--- src/rtl/pwmdecoder_pkg.sv ---
// Shared definitions for the PWM decoder Wishbone arbiter and its helpers.
package pwmdecoder_pkg;

    // Arbiter ownership state: idle, or bus owned by master 0 / master 1
    typedef enum logic [1:0] {
        IDLE = 2'd0,
        OWN0 = 2'd1,
        OWN1 = 2'd2
    } arb_state_t;

    // Byte-address width of the decoder register window
    localparam int DEF_ADDR_WIDTH     = 6;

    // Default strobe watchdog limit in clock cycles
    localparam int DEF_TIMEOUT_CYCLES = 255;

endpackage

--- src/rtl/pwmdecoder_wb_watchdog.sv ---
// Per-access Wishbone watchdog: counts strobe cycles with no slave response and
// raises tmo_fire for one cycle when the wait reaches the configured limit.
module wb_watchdog
    import pwmdecoder_pkg::*;
#(
    parameter int TIMEOUT_CYCLES = DEF_TIMEOUT_CYCLES,
    parameter int TMO_W          = 8
) (
    input  logic clk,
    input  logic rst,
    input  logic active,     // a master currently owns the port
    input  logic stb,        // owner's strobe
    input  logic resp,       // any slave ACK/ERR/RTY this cycle
    output logic tmo_fire
);

    localparam logic [TMO_W-1:0] LIMIT = TMO_W'(TIMEOUT_CYCLES);

    if (TIMEOUT_CYCLES >= (1 << TMO_W)) begin : g_bad_timeout
        $error("wb_watchdog: TIMEOUT_CYCLES does not fit in TMO_W bits");
    end

    logic [TMO_W-1:0] cnt;

    // A slave response always wins over the watchdog in the same cycle;
    // a limit of zero disables the watchdog entirely.
    assign tmo_fire = (TIMEOUT_CYCLES != 0) && active && stb && !resp && (cnt == LIMIT);

    // Count unanswered strobe cycles; any break in the wait restarts the count
    always_ff @(posedge clk) begin
        if (rst) begin
            cnt <= '0;
        end else if (!active || !stb || resp || tmo_fire) begin
            cnt <= '0;
        end else begin
            cnt <= cnt + TMO_W'(1);
        end
    end

endmodule

--- src/rtl/pwmdecoder_wb_arbiter.sv ---
// Two-master round-robin Wishbone arbiter in front of the PWM decoder register
// bank. The grant is held for the whole CYC and a watchdog ends hung strobes.
module pwmdecoder_wb_arbiter
    import pwmdecoder_pkg::*;
#(
    parameter int DATA_WIDTH     = 32,
    parameter int ADDR_WIDTH     = DEF_ADDR_WIDTH,
    parameter int SELECT_WIDTH   = DATA_WIDTH / 8,
    parameter int TIMEOUT_CYCLES = DEF_TIMEOUT_CYCLES,
    parameter int TMO_W          = 8
) (
    input  logic                    i_clk,
    input  logic                    i_rst,
    input  logic [ADDR_WIDTH-1:0]   m0_adr_i,
    input  logic [DATA_WIDTH-1:0]   m0_dat_i,
    output logic [DATA_WIDTH-1:0]   m0_dat_o,
    input  logic                    m0_we_i,
    input  logic [SELECT_WIDTH-1:0] m0_sel_i,
    input  logic                    m0_stb_i,
    input  logic                    m0_cyc_i,
    output logic                    m0_ack_o,
    output logic                    m0_err_o,
    output logic                    m0_rty_o,
    input  logic [ADDR_WIDTH-1:0]   m1_adr_i,
    input  logic [DATA_WIDTH-1:0]   m1_dat_i,
    output logic [DATA_WIDTH-1:0]   m1_dat_o,
    input  logic                    m1_we_i,
    input  logic [SELECT_WIDTH-1:0] m1_sel_i,
    input  logic                    m1_stb_i,
    input  logic                    m1_cyc_i,
    output logic                    m1_ack_o,
    output logic                    m1_err_o,
    output logic                    m1_rty_o,
    output logic [ADDR_WIDTH-1:0]   s_adr_o,
    output logic [DATA_WIDTH-1:0]   s_dat_o,
    input  logic [DATA_WIDTH-1:0]   s_dat_i,
    output logic                    s_we_o,
    output logic [SELECT_WIDTH-1:0] s_sel_o,
    output logic                    s_stb_o,
    output logic                    s_cyc_o,
    input  logic                    s_ack_i,
    input  logic                    s_err_i,
    input  logic                    s_rty_i,
    output logic [1:0]              grant_o,
    output logic                    tmo_o
);

    arb_state_t state;
    logic       last_owner;   // 0 = m0 was served last, 1 = m1
    logic       tmo_fire;
    logic       owner_stb;
    logic       slave_resp;

    assign slave_resp = s_ack_i | s_err_i | s_rty_i;
    assign owner_stb  = (state == OWN0) ? m0_stb_i :
                        (state == OWN1) ? m1_stb_i : 1'b0;

    wb_watchdog #(
        .TIMEOUT_CYCLES (TIMEOUT_CYCLES),
        .TMO_W          (TMO_W)
    ) u_watchdog (
        .clk      (i_clk),
        .rst      (i_rst),
        .active   (state != IDLE),
        .stb      (owner_stb),
        .resp     (slave_resp),
        .tmo_fire (tmo_fire)
    );

    // Ownership FSM: round-robin on ties, grant held until the owner drops CYC,
    // and always one idle cycle between owners.
    always_ff @(posedge i_clk) begin
        if (i_rst) begin
            state      <= IDLE;
            last_owner <= 1'b1;
        end else begin
            unique case (state)
                IDLE: begin
                    if (m0_cyc_i && m1_cyc_i) begin
                        state <= last_owner ? OWN0 : OWN1;
                    end else if (m0_cyc_i) begin
                        state <= OWN0;
                    end else if (m1_cyc_i) begin
                        state <= OWN1;
                    end
                end
                OWN0: begin
                    if (!m0_cyc_i) begin
                        state      <= IDLE;
                        last_owner <= 1'b0;
                    end
                end
                OWN1: begin
                    if (!m1_cyc_i) begin
                        state      <= IDLE;
                        last_owner <= 1'b1;
                    end
                end
                default: state <= IDLE;
            endcase
        end
    end

    // Route the owner to the slave and the slave back to the owner only;
    // everything reads as zero while idle.
    always_comb begin
        s_adr_o  = '0;
        s_dat_o  = '0;
        s_we_o   = 1'b0;
        s_sel_o  = '0;
        s_stb_o  = 1'b0;
        s_cyc_o  = 1'b0;
        m0_dat_o = '0;
        m0_ack_o = 1'b0;
        m0_err_o = 1'b0;
        m0_rty_o = 1'b0;
        m1_dat_o = '0;
        m1_ack_o = 1'b0;
        m1_err_o = 1'b0;
        m1_rty_o = 1'b0;
        grant_o  = 2'b00;
        tmo_o    = 1'b0;
        unique case (state)
            OWN0: begin
                s_adr_o  = m0_adr_i;
                s_dat_o  = m0_dat_i;
                s_we_o   = m0_we_i;
                s_sel_o  = m0_sel_i;
                s_stb_o  = m0_stb_i & ~tmo_fire;
                s_cyc_o  = m0_cyc_i;
                m0_dat_o = s_dat_i;
                m0_ack_o = s_ack_i;
                m0_err_o = s_err_i | tmo_fire;
                m0_rty_o = s_rty_i;
                grant_o  = 2'b01;
                tmo_o    = tmo_fire;
            end
            OWN1: begin
                s_adr_o  = m1_adr_i;
                s_dat_o  = m1_dat_i;
                s_we_o   = m1_we_i;
                s_sel_o  = m1_sel_i;
                s_stb_o  = m1_stb_i & ~tmo_fire;
                s_cyc_o  = m1_cyc_i;
                m1_dat_o = s_dat_i;
                m1_ack_o = s_ack_i;
                m1_err_o = s_err_i | tmo_fire;
                m1_rty_o = s_rty_i;
                grant_o  = 2'b10;
                tmo_o    = tmo_fire;
            end
            default: ;
        endcase
    end

endmodule

--- config.mk ---
export PLATFORM = sky130hd
export DESIGN_NAME = pwmdecoder_wb_arbiter
export DESIGN_NICKNAME = d
export VERILOG_FILES = /design/src/rtl/pwmdecoder_pkg.sv /design/src/rtl/pwmdecoder_wb_watchdog.sv /design/src/rtl/pwmdecoder_wb_arbiter.sv
export SDC_FILE = /design/constraint.sdc
export NUM_CORES = 1
export LEC_CHECK = 0
export ABC_AREA = 1
export BUFFER_PORTS_ARGS = -buffer_cell sky130_fd_sc_hd__buf_2
export CORE_AREA = 2 2 95 97
export CTS_BUF_LIST = sky130_fd_sc_hd__clkbuf_8
export DETAILED_ROUTE_END_ITERATION = 10
export DIE_AREA = 0 0 97 99
export HOLD_SLACK_MARGIN = 0.03
export MAX_ROUTING_LAYER = met4
export PLACE_DENSITY_LB_ADDON = 0.25
export SYNTH_ARGS = -nofsm -noshare
export SYNTH_HDL_FRONTEND = slang
export SYNTH_SLANG_ARGS = --single-unit
export TNS_END_PERCENT = 30
--- constraint.sdc ---
create_clock -name i_clk -period 1.55 [get_ports i_clk]
set_input_delay 0.155 -clock i_clk [delete_from_list [all_inputs] [get_ports i_clk]]
set_output_delay 0.155 -clock i_clk [all_outputs]
set_load 0.05 [all_outputs]
Yosys cells after proc, flatten, opt, wreduce, memory -nomap -nowiden
Index checks and enable logic that the tools add are counted.
- register bits: 11
- logic and storage cells: 61
- output and inout port bits: 118
- reductions and logical operators: 17
- equal/unequal tests: 6
- bitwise operators: 6
- $add $sub $neg: 1
- multiplexer cells: 28
- operators by type and width (kind ; count):
    two-way mux 32 bit ; 2
    one-hot mux 32 bit (2 select lines) ; 1
    two-way mux 2 bit ; 6
    one-hot mux 6 bit (2 select lines) ; 1
    two-way mux 1 bit ; 11
    adder 8 x 1 -> 8 bit, second input constant ; 1
    == test 8 bit, second input constant ; 1
    one-hot mux 1 bit (2 select lines) ; 4
    one-hot mux 4 bit (2 select lines) ; 1
    one-hot mux 2 bit (3 select lines) ; 1
    AND reduction 3 bit ; 2
    logical AND 1 bit ; 4
    != test 2 bit, second input constant ; 2
    != test 4 bit, second input constant ; 1
    one-hot mux 2 bit (2 select lines) ; 1
    nonzero test 2 bit ; 2
    OR reduction 2 bit ; 2
    zero test 1 bit ; 3
    logical OR 1 bit ; 3
    OR 1 bit ; 3
    bitwise AND 1 bit ; 2
    == test 2 x 1 -> 1 bit, second input constant ; 1
    == test 2 bit, second input constant ; 1
    zero test 2 bit ; 1
    inverter 1 bit ; 1

Longest topological paths before layout
Gate-level depths: netlist of run 1.
- depth after elaboration: 9
- depth in mapped cells: 10

Cells and area by module
A second synthesis of run 1 with hierarchy kept.
- cells, all modules: 396
- area, all modules: 1924.3 µm²
- by module, submodules not included (module ; cells each ; instances ; sequential area each (µm²) ; area each (µm²)):
    pwmdecoder_wb_arbiter ; 341 ; 1 ; 60.1 ; 1495.2
    wb_watchdog ; 55 ; 1 ; 160.2 ; 429.2

Worst setup path after synthesis of run 1
Ideal clock, no wire load.
- path type: reg2out
- from: register state[1]
- to: output port tmo_o
- arrival: 2.187 ns
- cell stages (with the launch flop): 8
- required time: 1.395 ns
- setup slack: -0.792 ns
- cells stage by stage: dfxtp_1 inv_1 ha_1 buf_4 nand2_1 nand2_1 nor2_4 nor3b_1
- longest elaborated chain between the ends: 7
- elaborated cells on any way between the ends: 10
- those cells by class: eq/ne: 2; mux: 3; reduce/logical: 5
- ends and longest elaborated chain (element ; RTL line ; RTL):
    from (decl) ; pwmdecoder_wb_arbiter.sv:48 ; arb_state_t state;
    from (signal assigned) ; pwmdecoder_wb_arbiter.sv:80 ; state <= last_owner ? OWN0 : OWN1;
    == test 2 bit ; pwmdecoder_wb_arbiter.sv:56, pwmdecoder_wb_arbiter.sv:123 ;
    two-way mux 1 bit ; pwmdecoder_wb_arbiter.sv:56 ; (state == OWN1) ? m1_stb_i : 1'b0;
    two-way mux 1 bit ; pwmdecoder_wb_arbiter.sv:55 ; assign owner_stb = (state == OWN0) ? m0_stb_i :
    logical AND 1 bit (3 in a row) ; pwmdecoder_wb_watchdog.sv:27 ; assign tmo_fire = (TIMEOUT_CYCLES != 0) && active && stb && !resp && (cnt == LIMIT);
    two-way mux 1 bit * ; pwmdecoder_wb_arbiter.sv:123 ; unique case (state)
    to (decl) ; pwmdecoder_wb_arbiter.sv:45 ; output logic tmo_o
Mark *: on every way between the ends. The rest lies on a longest branch, timed or not.

Worst setup path in the final report of run 1
- from: register state[1]
- to: output port s_dat_o[11]
- longest elaborated chain between the ends: 2
- elaborated cells on any way between the ends: 3
- those cells by class: eq/ne: 2; mux: 1
- ends and longest elaborated chain (element ; RTL line ; RTL):
    == test 2 bit / == test 2 x 1 -> 1 bit (equally long branches) ; pwmdecoder_wb_arbiter.sv:123 ;
    one-hot mux 32 bit (2 select lines) * ; pwmdecoder_wb_arbiter.sv:123 ;
    to (decl) ; pwmdecoder_wb_arbiter.sv:35 ; output logic [DATA_WIDTH-1:0] s_dat_o,
Marked as above.

==> metrics.md, run 1 <==
| Metric | Value |
|---|---|
| Detail-routed via count per cell | 4.51 |
| Boundary pin count | 245 |
| Top area cells in the synthesized netlist | nand2_1 37%, inv_1 16%, a21oi_1 12% |
| DRC marker count from the first detailed-route iteration | 69 |
| Data arrival time of the worst path | 1.57 ns |
| Die Width | 97 microns |
| Wire length of the first global-routing pass | 15,600 microns |
| Number of antenna violations at the first check in global routing | 0 |
| # Max-Cap Violations | 0 |
| Setup repair after global routing missed its margin | true |
| Result of the run | finished with violations |
| Post-detailed-route DRC marker count | 0 |
| Final worst setup slack | -0.176 ns |
| Net count after synthesis | 521 |
| Worst-Margin Slew | 0.263 ns |
| Effective utilization at floorplan | 21.6% |
| Number of antenna repair diodes | 0 |
| Sequential area share after synthesis | 11.9% |
| Port bufs | 244 |
| Area of the die | 9600 sq um |
| TritonCTS buffer count | 3 |
| Deepest clock path buffer count | 2 |
| Peak supply drop | 0.747 mV |
| Remaining antenna violation count | 0 |
| CTS tree | done |
| Pin count of the biggest net entering global routing | 30 |
| Buffer type at the clock tree root | clkbuf_8 |
| Vias after detailed routing | 3,430 |
| Count of different cell masters after synthesis | 24 |
| Routed wire per std cell | 14.9 microns |
| First-pass DRT Iterations | 4 |
| GPL Wtd Cong | 0.913 |
| H-tree Lvls | 1 |
| Layout fillers | 715 |
| Fmax achieved | 579 MHz |
| GRT overflow | 0 |
| Worst clock skew on the final layout | 0.00248 ns |
| Estimated wirelength of the detail-placed design | 7040 microns |
| Total number of placement rows | 34 |
| Peak fanout along the critical path | 8 |
| Global routing usage summed across all routing layers | 20.1% |
| Pwr per Cell Area | 1470 nW/um^2 |
| Post-Layout Inst Area | 5150 sq um |
| Setup TNS after final layout | -11.75 ns |
| Worst slew margin relative to its limit | 82.6% |
| Cells after synthesis | 388 |
| Leakage power of the design | 0.00287 uW |
| Total Power | 7590 uW |
| Syn Std Cell Area | 1840 sq um |
| Number of enable-type register cells in the synthesized netlist | 0 |
| Hold-fix buffer count after cts | 0 |
| Total count of max-transition violations in the final report | 0 |
| Clock Sinks | 11 |
| Most used flip-flop cell after synthesis | dfxtp_1 |
| Warning count from the yosys run | 0 |
| Share of synthesized flip-flops with an asynchronous set or reset | 0% |
| CP Class | reg2out |
| Post-DP Area | 3600 sq um |
| Dominant cell by count in the synthesized netlist | nand2_1 |
| Minimum period implied by the final worst setup slack | 1.73 ns |
| Clk pin slew, worst setup/hold paths | 0.05 ns |
| Total of flip-flops plus latches after synthesis | 11 |
| Syn Area/Cell | 4.75 sq um |
| Fraction of final layout cells sized beyond drive strength 1 | 64.9% |
| Layout Utilization | 60.2% |
| Worst skew pair latency | 0.24 ns |
| Startpoint class of the critical path | flip-flop |
| Commonest cells post-synth | 181 x nand2_1, 81 x inv_1, 46 x a21oi_1 |
| Synth area leader | nand2_1 |
| Number of nets in the finished design | 787 |
| Violations in the final reports | negative setup slack |
| Place WS | -0.103 ns |
| CP endpoint kind | output pin |
| Number of failing hold endpoints at the final stage | 0 |
| Fin crit share | 111% |
| Area of the core | 8550 sq um |
| Total Routed Length | 11,300 microns |
| Endpoints failing setup | 109 |
| Vias in the first global route | 3,185 |
| Worst min-delay path class | in2reg |
| Vertical extent of the die | 99 microns |
| Fraction of synthesized cell area taken by the top area cell type | 36.8% |
| Post-synthesis to final-layout area growth | 179% |
| Data required time at the worst endpoint | 1.39 ns |
==> path summary, 6_finish.rpt <==
check / endpoint / cells past startpoint / slack, ns / start
worst max register to register: u_watchdog.cnt[7] / 10 / 0.10 / state[1]
worst min-delay path: last_owner / 3 / 0.23 / i_rst
worst min register to register: last_owner / 2 / 0.51 / last_owner
worst max-delay path: s_dat_o[11] / 7 / -0.18 / state[1]
==> layer usage <==
metal	vias up	wire (microns)	share of wire, %	track usage (%)
met3	34	753	6.6	3.05
met5	-	0	0	-
met1	1565	4260	38	23.6
met2	170	6010	53	36.7
li1	1661	-	-	-
met4	0	307	2.7	3.47
==> worst max-delay path, stage by stage (launching register included) <==
cell and delay (ns):
dfxtp_4 0.36, inv_4 0.08, ha_4 0.18, buf_12 0.15
buf_12 0.15, nand2_2 0.08, a21oi_4 0.16, buf_6 0.17
==> cell usage in the layout (no fill, tap or decap), types with 2 or more instances in the layout <==
cell	instances
buf_6	93
nor2_4	2
inv_4	2
nor2_2	2
buf_2	128
clkbuf_8	3
buf_16	4
nand2_2	28
nand2_1	135
nor2_1	17
xor2_1	3
buf_8	27
dfxtp_1	9
dfxtp_4	2
a21oi_4	17
nand2_4	19
buf_4	17
ha_4	3
buf_12	9
inv_2	30
inv_1	52
a21oi_2	30
nand3_1	4
ha_1	3
clkbuf_16	4
==> cell type report <==
cell class	instances	area, sq um	area share [%]
Multi-Input combinational cell	271	1770	34.4
Tap cell	108	135	2.62
Clock inverter	1	3.75	0.0729
Inverter	84	328	6.37
Sequential cell	11	228	4.42
Clock buffer	3	41.3	0.802
Timing Repair Buffer	283	2640	51.3
==> through the flow <==
step,std cells,hold slack [ns]
6_report,761,0.231
3_5_place_dp,741,0.472
2_1_floorplan,388,0.345
5_1_grt,761,0.256
3_3_place_gp,741,0.466
4_1_cts,751,0.232
==> flip-flops by register name, indices dropped and copies added (netlist names) <==
| signal | flops |
|---|---|
| u_watchdog.cnt | 8 |
| state | 2 |
| last_owner | 1 |
==> kinds of logic (layout without fill, tap and decap cells) <==
family                   count (synthesis)  count (layout)  synth area share, %
adder cells (fa/ha/maj)                  6               6                 4.07
XOR/XNOR                                 4               4                 1.90
AO/OA/AOI/OAI                           52              52                 14.7
buffers and inverters                  106             371                 22.9
AND/OR/NAND/NOR                        209             209                 44.4
flip-flops                              11              11                 11.9
==> power by group <==
| group | switching [uW] | total, uW | internal (uW) |
|---|---|---|---|
| logic | 4240 | 6950 | 2710 |
| clock network | 107 | 281 | 174 |
| registers | 35.1 | 352 | 317 |
| total | 4380 | 7590 | 3210 |
==> timing repair <==
| action | 4_1_cts | 5_1_grt |
|---|---|---|
| endpoints found under the setup margin | 116 | 116 |
| gates cloned | 5 | 4 |
| pin swaps | 15 | 15 |
| gates resized for setup | 253 | 134 |
| buffers inserted | 1 | 6 |
(Power assumes the default switching activity.)
==> run 2, diff against run 1 <==
Settings changed: CTS_CLUSTER_DIAMETER from default to 30, PLACE_DENSITY from default to 0.6, PLACE_DENSITY_LB_ADDON 0.25 to default.
==> run 2 against run 1 <==
Against the previous run:
- the run still ends with negative setup slack left
- sequential power shrank 4%
- non-clock buffer count rose by 5
- die area unchanged
- utilization down 3.5 points
- combinational power is 5.5% lower
- routed wire length decreased by 8.5%
- critical path depth stayed put
- design area decreased by 5.9%
- first-iteration DRC count is 39% higher
- cell count increased by 0.66%
- worst hold slack worse by 0.0039 ns
==> metrics.md, run 2 (same netlist as run 1, synthesis figures left out) <==
| Metric | Value |
|---|---|
| Total count of max-transition violations in the final report | 0 (unchanged) |
| Worst slew margin relative to its limit | 83.3% (was 82.6%) |
| GPL Wtd Cong | 0.880 (was 0.913) |
| Worst skew pair latency | 0.23 ns (was 0.24 ns) |
| Clk pin slew, worst setup/hold paths | 0.05 ns (about the same) |
| Number of buffers and inverters on the critical path | 5 (was 4) |
| Result of the run | finished with violations (unchanged) |
| Most common cell after layout, fill and taps aside | nand2_1 (unchanged) |
| Total Power | 7180 uW (was 7590 uW) |
| Hold Path Sink | last_owner (unchanged) |
| Fin crit share | 113% (was 111%) |
| Peak supply drop | 0.697 mV (was 0.747 mV) |
| Vertical extent of the die | 99 microns (unchanged) |
| CP endpoint kind | output pin (unchanged) |
| Vias in the first global route | 3,109 (was 3,185) |
| Layout fillers | 796 (was 715) |
| First-pass DRT Iterations | 4 (unchanged) |
| H-tree Lvls | 1 (unchanged) |
| Vias after detailed routing | 3,321 (was 3,430) |
| Clock Sinks | 11 (unchanged) |
| Number of antenna repair diodes | 0 (unchanged) |
| Effective utilization at floorplan | 21.6% (unchanged) |
| Reg-to-reg slack, setup | 0.08 ns (was 0.10 ns) |
| Setup TNS after final layout | -9.24 ns (was -11.75 ns) |
| Violations in the final reports | negative setup slack (unchanged) |
| Data arrival time of the worst path | 1.59 ns (was 1.57 ns) |
| Hold-fix buffer count after cts | 0 (unchanged) |
| TritonCTS buffer count | 3 (unchanged) |
| Place WS | -0.163 ns (was -0.103 ns) |
| Critical register-to-register path startpoint | state[1] (unchanged) |
| Post-Layout Inst Area | 4850 sq um (was 5150 sq um) |
| GRT overflow | 0 (unchanged) |
| Detail-routed via count per cell | 4.34 (was 4.51) |
| Endpoints failing setup | 99 (was 109) |
| Global routing usage summed across all routing layers | 18.9% (was 20.1%) |
| Worst-Margin Slew | 0.253 ns (was 0.263 ns) |
| Hold Path Depth | 3 (unchanged) |
| Sequential cell area | 225 sq um (was 228 sq um) |
| Depth of the critical timing path with buffers and inverters included | 7 (unchanged) |
| Remaining antenna violation count | 0 (unchanged) |
| Routed wire per std cell | 13.5 microns (was 14.9 microns) |
| Crit. Startpoint | state[0] (was state[1]) |
| DRC marker count from the first detailed-route iteration | 96 (was 69) |
| # placed instances | 747 (was 741) |
| Boundary pin count | 245 (unchanged) |
| Minimum period implied by the final worst setup slack | 1.75 ns (was 1.73 ns) |
| Maximum cell stage delay along the critical path | 0.37 ns (was 0.36 ns) |
| Pwr per Cell Area | 1480 nW/um^2 (was 1470 nW/um^2) |
| Buffer type at the clock tree root | clkbuf_8 (unchanged) |
| Most frequent cells in the layout | 163 x nand2_1, 128 x buf_2, 115 x buf_6, 75 x inv_1, 36 x a21oi_2 (was 135 x nand2_1, 128 x buf_2, 93 x buf_6, 52 x inv_1) |
| Fmax achieved | 572 MHz (was 579 MHz) |
| Registers with the highest flip-flop counts | u_watchdog.cnt: 8 flops, state: 2 flops, last_owner: 1 flops (unchanged) |
| Number of antenna violations at the first check in global routing | 0 (unchanged) |
| Fraction of final layout cells sized beyond drive strength 1 | 57.3% (was 64.9%) |
| Endpoint of the worst register-to-register path | state[0] (was u_watchdog.cnt[7]) |
| Cells along the critical path | inv_4 > ha_4 > inv_8 > buf_12 > buf_4 > a21oi_2 > buf_6 (was inv_4 > ha_4 > buf_12 > buf_12 > nand2_2 > a21oi_4 > buf_6) |
| Worst min-delay path class | in2reg (unchanged) |
| Port bufs | 244 (unchanged) |
| Post-detailed-route DRC marker count | 0 (unchanged) |
| Gate family responsible for the most delay along the worst path | buffers and inverters (unchanged) |
| Estimated wirelength of the detail-placed design | 6950 microns (was 7040 microns) |
| Data required time at the worst endpoint | 1.39 ns (about the same) |
| Wire length of the first global-routing pass | 14,800 microns (was 15,600 microns) |
| Number of nets in the finished design | 792 (was 787) |
| Final worst setup slack | -0.200 ns (was -0.176 ns) |
| Leakage power of the design | 0.00275 uW (was 0.00287 uW) |
| FF-to-FF path depth | 10 (unchanged) |
| Highest-delay cell along the critical path | dfxtp_4 (unchanged) |
| Post-DP Area | 3620 sq um (was 3600 sq um) |
| CP Class | reg2out (unchanged) |
| Register with the highest flop count | u_watchdog.cnt (unchanged) |
| Worst clock skew on the final layout | 0.00135 ns (was 0.00248 ns) |
| Die Width | 97 microns (unchanged) |
| Max FFs per register | 8 (unchanged) |
| Area of the core | 8550 sq um (unchanged) |
| Number of failing hold endpoints at the final stage | 0 (unchanged) |
| Total Routed Length | 10,400 microns (was 11,300 microns) |
| Deepest clock path buffer count | 2 (unchanged) |
| # Max-Cap Violations | 0 (unchanged) |
| Startpoint class of the critical path | flip-flop (unchanged) |
| CTS tree | done (unchanged) |
| Total number of placement rows | 34 (unchanged) |
| Hold Startpoint | i_rst (unchanged) |
| Area of the die | 9600 sq um (unchanged) |
| Pin count of the biggest net entering global routing | 36 (was 30) |
| Post-layout instance count excluding filler cells | 766 (was 761) |
| Post-synthesis to final-layout area growth | 163% (was 179%) |
| Setup repair after global routing missed its margin | true (unchanged) |
| Multi-input gate area | 1560 sq um (was 1770 sq um) |
| Peak fanout along the critical path | 6 (was 8) |
[run 2: cell count changes in the layout (fill, tap and decap cells not counted), moves of 17 or more]
cell	previous run	this run
nand2_4	19	1
nand2_1	135	163
buf_6	93	115
inv_1	52	75
inv_2	30	8
buf_8	27	10
[run 2: worst max-delay path by stage]
stage | end | slack, ns
2_1_floorplan | tmo_o | -0.10
3_3_place_gp | s_adr_o[5] | -0.12
3_5_place_dp | s_dat_o[10] | -0.16
4_1_cts | s_adr_o[5] | -0.19
5_1_grt | m0_err_o | -0.26
6_report | s_dat_o[15] | -0.20
[run 2: final cells by class]
type,count,area share [%]
multi-input cells,271,32.2
clock inverters,1,0.0774
repair buffers,288,52.7
clock buffers,3,0.852
flip-flops and latches,11,4.65
inverters,84,6.71
well taps,108,2.79
[run 2: report_power, final]
part / internal, uW / switching [uW]
combinational: 2560 / 4010
sequential: 314 / 24.7
clock: 174 / 104
total: 3050 / 4140
[run 2: routing by layer]
layer,track usage [%],up-vias,part of all wire (%)
met5,-,-,0
li1,-,1673,-
met4,5.09,0,2.5
met1,21.3,1476,37
met3,2.62,21,6.3
met2,35.0,151,54
[run 2: stage by stage]
stage	hold slack, ns	util (%)
final	0.228	56.7
after global routing	0.249	56.7
after CTS	0.226	51.4
after detailed placement	0.474	42.3
after global placement	0.461	42.3
after floorplan	0.345	-
[run 2: worst reg2reg max path: stages (launching register included)]
cell	delay (ns)
dfxtp_2	0.33
buf_6	0.12
ha_4	0.17
buf_4	0.14
buf_12	0.14
nand2_2	0.08
nand2_2	0.08
a21oi_4	0.15
nand2_1	0.07
nand2_1	0.06
nor2_1	0.03
[run 2: repair_timing]
item | CTS | global route
gates resized for setup | 207 | 94
setup endpoints to repair | 115 | 118
endpoints found under the hold margin | 0 | 0
cloned | 2 | 4
buffers inserted | 3 | 6
pin swaps | 3 | 6
==> run 3, diff against run 2 <==
Settings changed: CELL_PAD_IN_SITES_DETAIL_PLACEMENT from default to 1, CELL_PAD_IN_SITES_GLOBAL_PLACEMENT from default to 2, CORE_AREA 2 2 95 97 to default, CORE_ASPECT_RATIO from default to 0.5, CORE_MARGIN from default to 2, CORE_UTILIZATION from default to 12, DIE_AREA 0 0 97 99 to default, PLACE_DENSITY 0.6 to 0.84, REMOVE_ABC_BUFFERS from default to 1.
==> run 3 against run 2 <==
Against the previous run:
- the flow still finishes with violations (negative setup slack)
- first-iteration DRC count is 45% lower
- worst setup slack better by 0.0077 ns
- critical path depth is 1 lower
- cell count is 11% higher
- global-route usage is 5.1 points lower
- maximum frequency is 0.44% higher
- worst hold slack worse by 0.014 ns
- routed wire length is 20% higher
- sequential share of layout area is 0.29 points higher
- total power is 6.3% lower
- non-clock buffer count is 5 lower
- sequential power is 3% higher
- critical path type unchanged
- critical endpoint is now s_dat_o[29]
==> metrics.md, run 3 (same netlist as run 1, synthesis figures left out) <==
| Metric | Value |
|---|---|
| Fmax achieved | 574 MHz (was 572 MHz) |
| Total count of max-transition violations in the final report | 0 (unchanged) |
| Total Power | 6730 uW (was 7180 uW) |
| Post-synthesis to final-layout area growth | 150% (was 163%) |
| TritonCTS buffer count | 3 (unchanged) |
| Number of antenna violations at the first check in global routing | 1 (was 0) |
| Total number of placement rows | 31 (was 34) |
| Vias after detailed routing | 3,323 (was 3,321) |
| Worst path most repeated cell | buf_4 |
| Most frequent cells in the layout | 168 x nand2_1, 128 x buf_2, 68 x buf_4, 65 x inv_1, 62 x buf_6 (was 163 x nand2_1, 128 x buf_2, 115 x buf_6, 75 x inv_1, 36 x a21oi_2) |
| Number of nets in the finished design | 787 (was 792) |
| Hold-fix buffer count after cts | 0 (unchanged) |
| GRT overflow | 0 (unchanged) |
| Layout Utilization | 31.3% (was 56.7%) |
| Share of total power in sequential cells | 5.2% (was 4.7%) |
| Total Routed Length | 12,500 microns (was 10,400 microns) |
| Post-DP Area | 3490 sq um (was 3620 sq um) |
| Post-Route M1 WL | 4830 microns (was 3840 microns) |
| Clk pin slew, worst setup/hold paths | 0.05 ns (about the same) |
| Vertical extent of the die | 91.7 microns (was 99 microns) |
| H-tree Lvls | 1 (unchanged) |
| CTS tree | done (unchanged) |
| Die Width | 179 microns (was 97 microns) |
| CP Class | reg2out (unchanged) |
| Reg-to-reg slack, setup | 0.12 ns (was 0.08 ns) |
| Worst skew pair latency | 0.23 ns (about the same) |
| Area of the die | 16,400 sq um (was 9600 sq um) |
| Port bufs | 244 (unchanged) |
| Most common cell after layout, fill and taps aside | nand2_1 (unchanged) |
| Minimum period implied by the final worst setup slack | 1.74 ns (was 1.75 ns) |
| Remaining antenna violation count | 0 (unchanged) |
| Data required time at the worst endpoint | 1.39 ns (about the same) |
| Worst-Margin Slew | 0.271 ns (was 0.253 ns) |
| Wire length of the first global-routing pass | 17,800 microns (was 14,800 microns) |
| Detail-routed via count per cell | 3.90 (was 4.34) |
| Combinational Power Share | 90.6% (was 91.4%) |
| Highest-delay cell along the critical path | dfxtp_4 (unchanged) |
| Fraction of final layout cells sized beyond drive strength 1 | 57.0% (was 57.3%) |
| Fraction of power consumed by the clock network | 4.2% (was 3.9%) |
| Effective utilization at floorplan | 12.5% (was 21.6%) |
| Startpoint class of the critical path | flip-flop (unchanged) |
| Final worst setup slack | -0.192 ns (was -0.200 ns) |
| Layout fillers | 1,894 (was 796) |
| Register with the highest flop count | u_watchdog.cnt (unchanged) |
| Clock Sinks | 11 (unchanged) |
| # Max-Cap Violations | 0 (unchanged) |
| Violations in the final reports | negative setup slack (unchanged) |
| Total internal power | 2660 uW (was 3050 uW) |
| Buffer type at the clock tree root | clkbuf_8 (unchanged) |
| Result of the run | finished with violations (unchanged) |
| Pwr per Cell Area | 1460 nW/um^2 (was 1480 nW/um^2) |
| Worst slew margin relative to its limit | 82.1% (was 83.3%) |
| Post-layout instance count excluding filler cells | 852 (was 766) |
| Setup repair after global routing missed its margin | true (unchanged) |
| Worst min-delay path class | in2reg (unchanged) |
| # placed instances | 839 (was 747) |
| Cells along the critical path | inv_4 > ha_2 > inv_6 > buf_4 > a21oi_1 > buf_4 (was inv_4 > ha_4 > inv_8 > buf_12 > buf_4 > a21oi_2 > buf_6) |
| First-pass DRT Iterations | 4 (unchanged) |
| CP endpoint kind | output pin (unchanged) |
| Met3 routed WL | 295 microns (was 648 microns) |
| Leakage power of the design | 0.00263 uW (was 0.00275 uW) |
| Deepest clock path buffer count | 2 (unchanged) |
| GPL Wtd Cong | 0.922 (was 0.880) |
| Switching Power | 4070 uW (was 4140 uW) |
| Registers with the highest flip-flop counts | u_watchdog.cnt: 8 flops, state: 2 flops, last_owner: 1 flops (unchanged) |
| Wire length on met2 | 7090 microns (was 5620 microns) |
| Maximum cell stage delay along the critical path | 0.38 ns (was 0.37 ns) |
| Pin count of the biggest net entering global routing | 48 (was 36) |
| Post-Layout Inst Area | 4610 sq um (was 4850 sq um) |
| Switching portion of total power | 60.5% (was 57.6%) |
| Number of failing hold endpoints at the final stage | 0 (unchanged) |
| Post-detailed-route DRC marker count | 0 (unchanged) |
| Area of the core | 14,700 sq um (was 8550 sq um) |
| Fin crit share | 112% (was 113%) |
| Data arrival time of the worst path | 1.59 ns (about the same) |
| Worst clock skew on the final layout | 0.00107 ns (was 0.00135 ns) |
| Peak supply drop | 0.447 mV (was 0.697 mV) |
| Max FFs per register | 8 (unchanged) |
| Top routing layer used | met4 (unchanged) |
| Peak fanout along the critical path | 6 (unchanged) |
| DRC marker count from the first detailed-route iteration | 53 (was 96) |
| Global routing usage summed across all routing layers | 13.8% (was 18.9%) |
| Endpoints failing setup | 98 (was 99) |
| Vias in the first global route | 3,451 (was 3,109) |
| Estimated wirelength of the detail-placed design | 9260 microns (was 6950 microns) |
| Place WS | -0.103 ns (was -0.163 ns) |
| Boundary pin count | 245 (unchanged) |
| Routed wire per std cell | 14.7 microns (was 13.5 microns) |
-- run 3: per-layer routing --
layer	track usage, %	vias to the layer above
li1	-	1660
met1	14.8	1583
met2	27.3	58
met3	1.16	22
met4	3.49	0
met5	-	-
-- run 3: stage by stage --
| stage | TNS (ns) | hold WS [ns] |
|---|---|---|
| floorplan | -137.14 | 0.345 |
| global placement | -0.844 | 0.460 |
| detailed placement | -3.61 | 0.464 |
| CTS | -9.36 | 0.217 |
| global route | -18.25 | 0.235 |
| finish | -10.07 | 0.214 |
-- run 3: power by group through the flow --
stage	combinational (uW)	sequential (uW)	clock [uW]
CTS	5380	351	290
global route	6410	354	308
floorplan	3030	329	0
finish	6100	350	280
global placement	4530	329	0
detailed placement	4560	332	0
-- run 3: critical path, delay by kind of cell (launching register included) --
kind	cells	cell delay, ns
buffers and inverters	4	0.50
AO/OA/AOI/OAI	1	0.12
adder cells (fa/ha/maj)	1	0.35
flip-flops	1	0.38
-- run 3: worst paths after layout --
check	start	to	cells past startpoint
worst max-delay path	state[0]	s_dat_o[29]	6
worst min-delay path	i_rst	last_owner	3
worst max register to register	state[1]	u_watchdog.cnt[6]	9
worst min register to register	last_owner	last_owner	2
-- run 3: layout make-up --
| cell class | count | area, sq um | share of cell area (%) |
|---|---|---|---|
| Sequential cell | 11 | 228 | 4.94 |
| Multi-Input combinational cell | 271 | 1480 | 32.0 |
| Clock inverter | 1 | 3.75 | 0.0814 |
| Clock buffer | 3 | 41.3 | 0.896 |
| Timing Repair Buffer | 283 | 2290 | 49.6 |
| Inverter | 84 | 325 | 7.06 |
| Antenna cell | 1 | 2.50 | 0.0543 |
| Tap cell | 198 | 248 | 5.37 |
-- run 3: repair_timing --
item | 4_1_cts | 5_1_grt
resized for setup | 228 | 79
cloned | 0 | 5
buffers inserted | 2 | 1
pin swaps | 8 | 3
endpoints found under the setup margin | 118 | 118
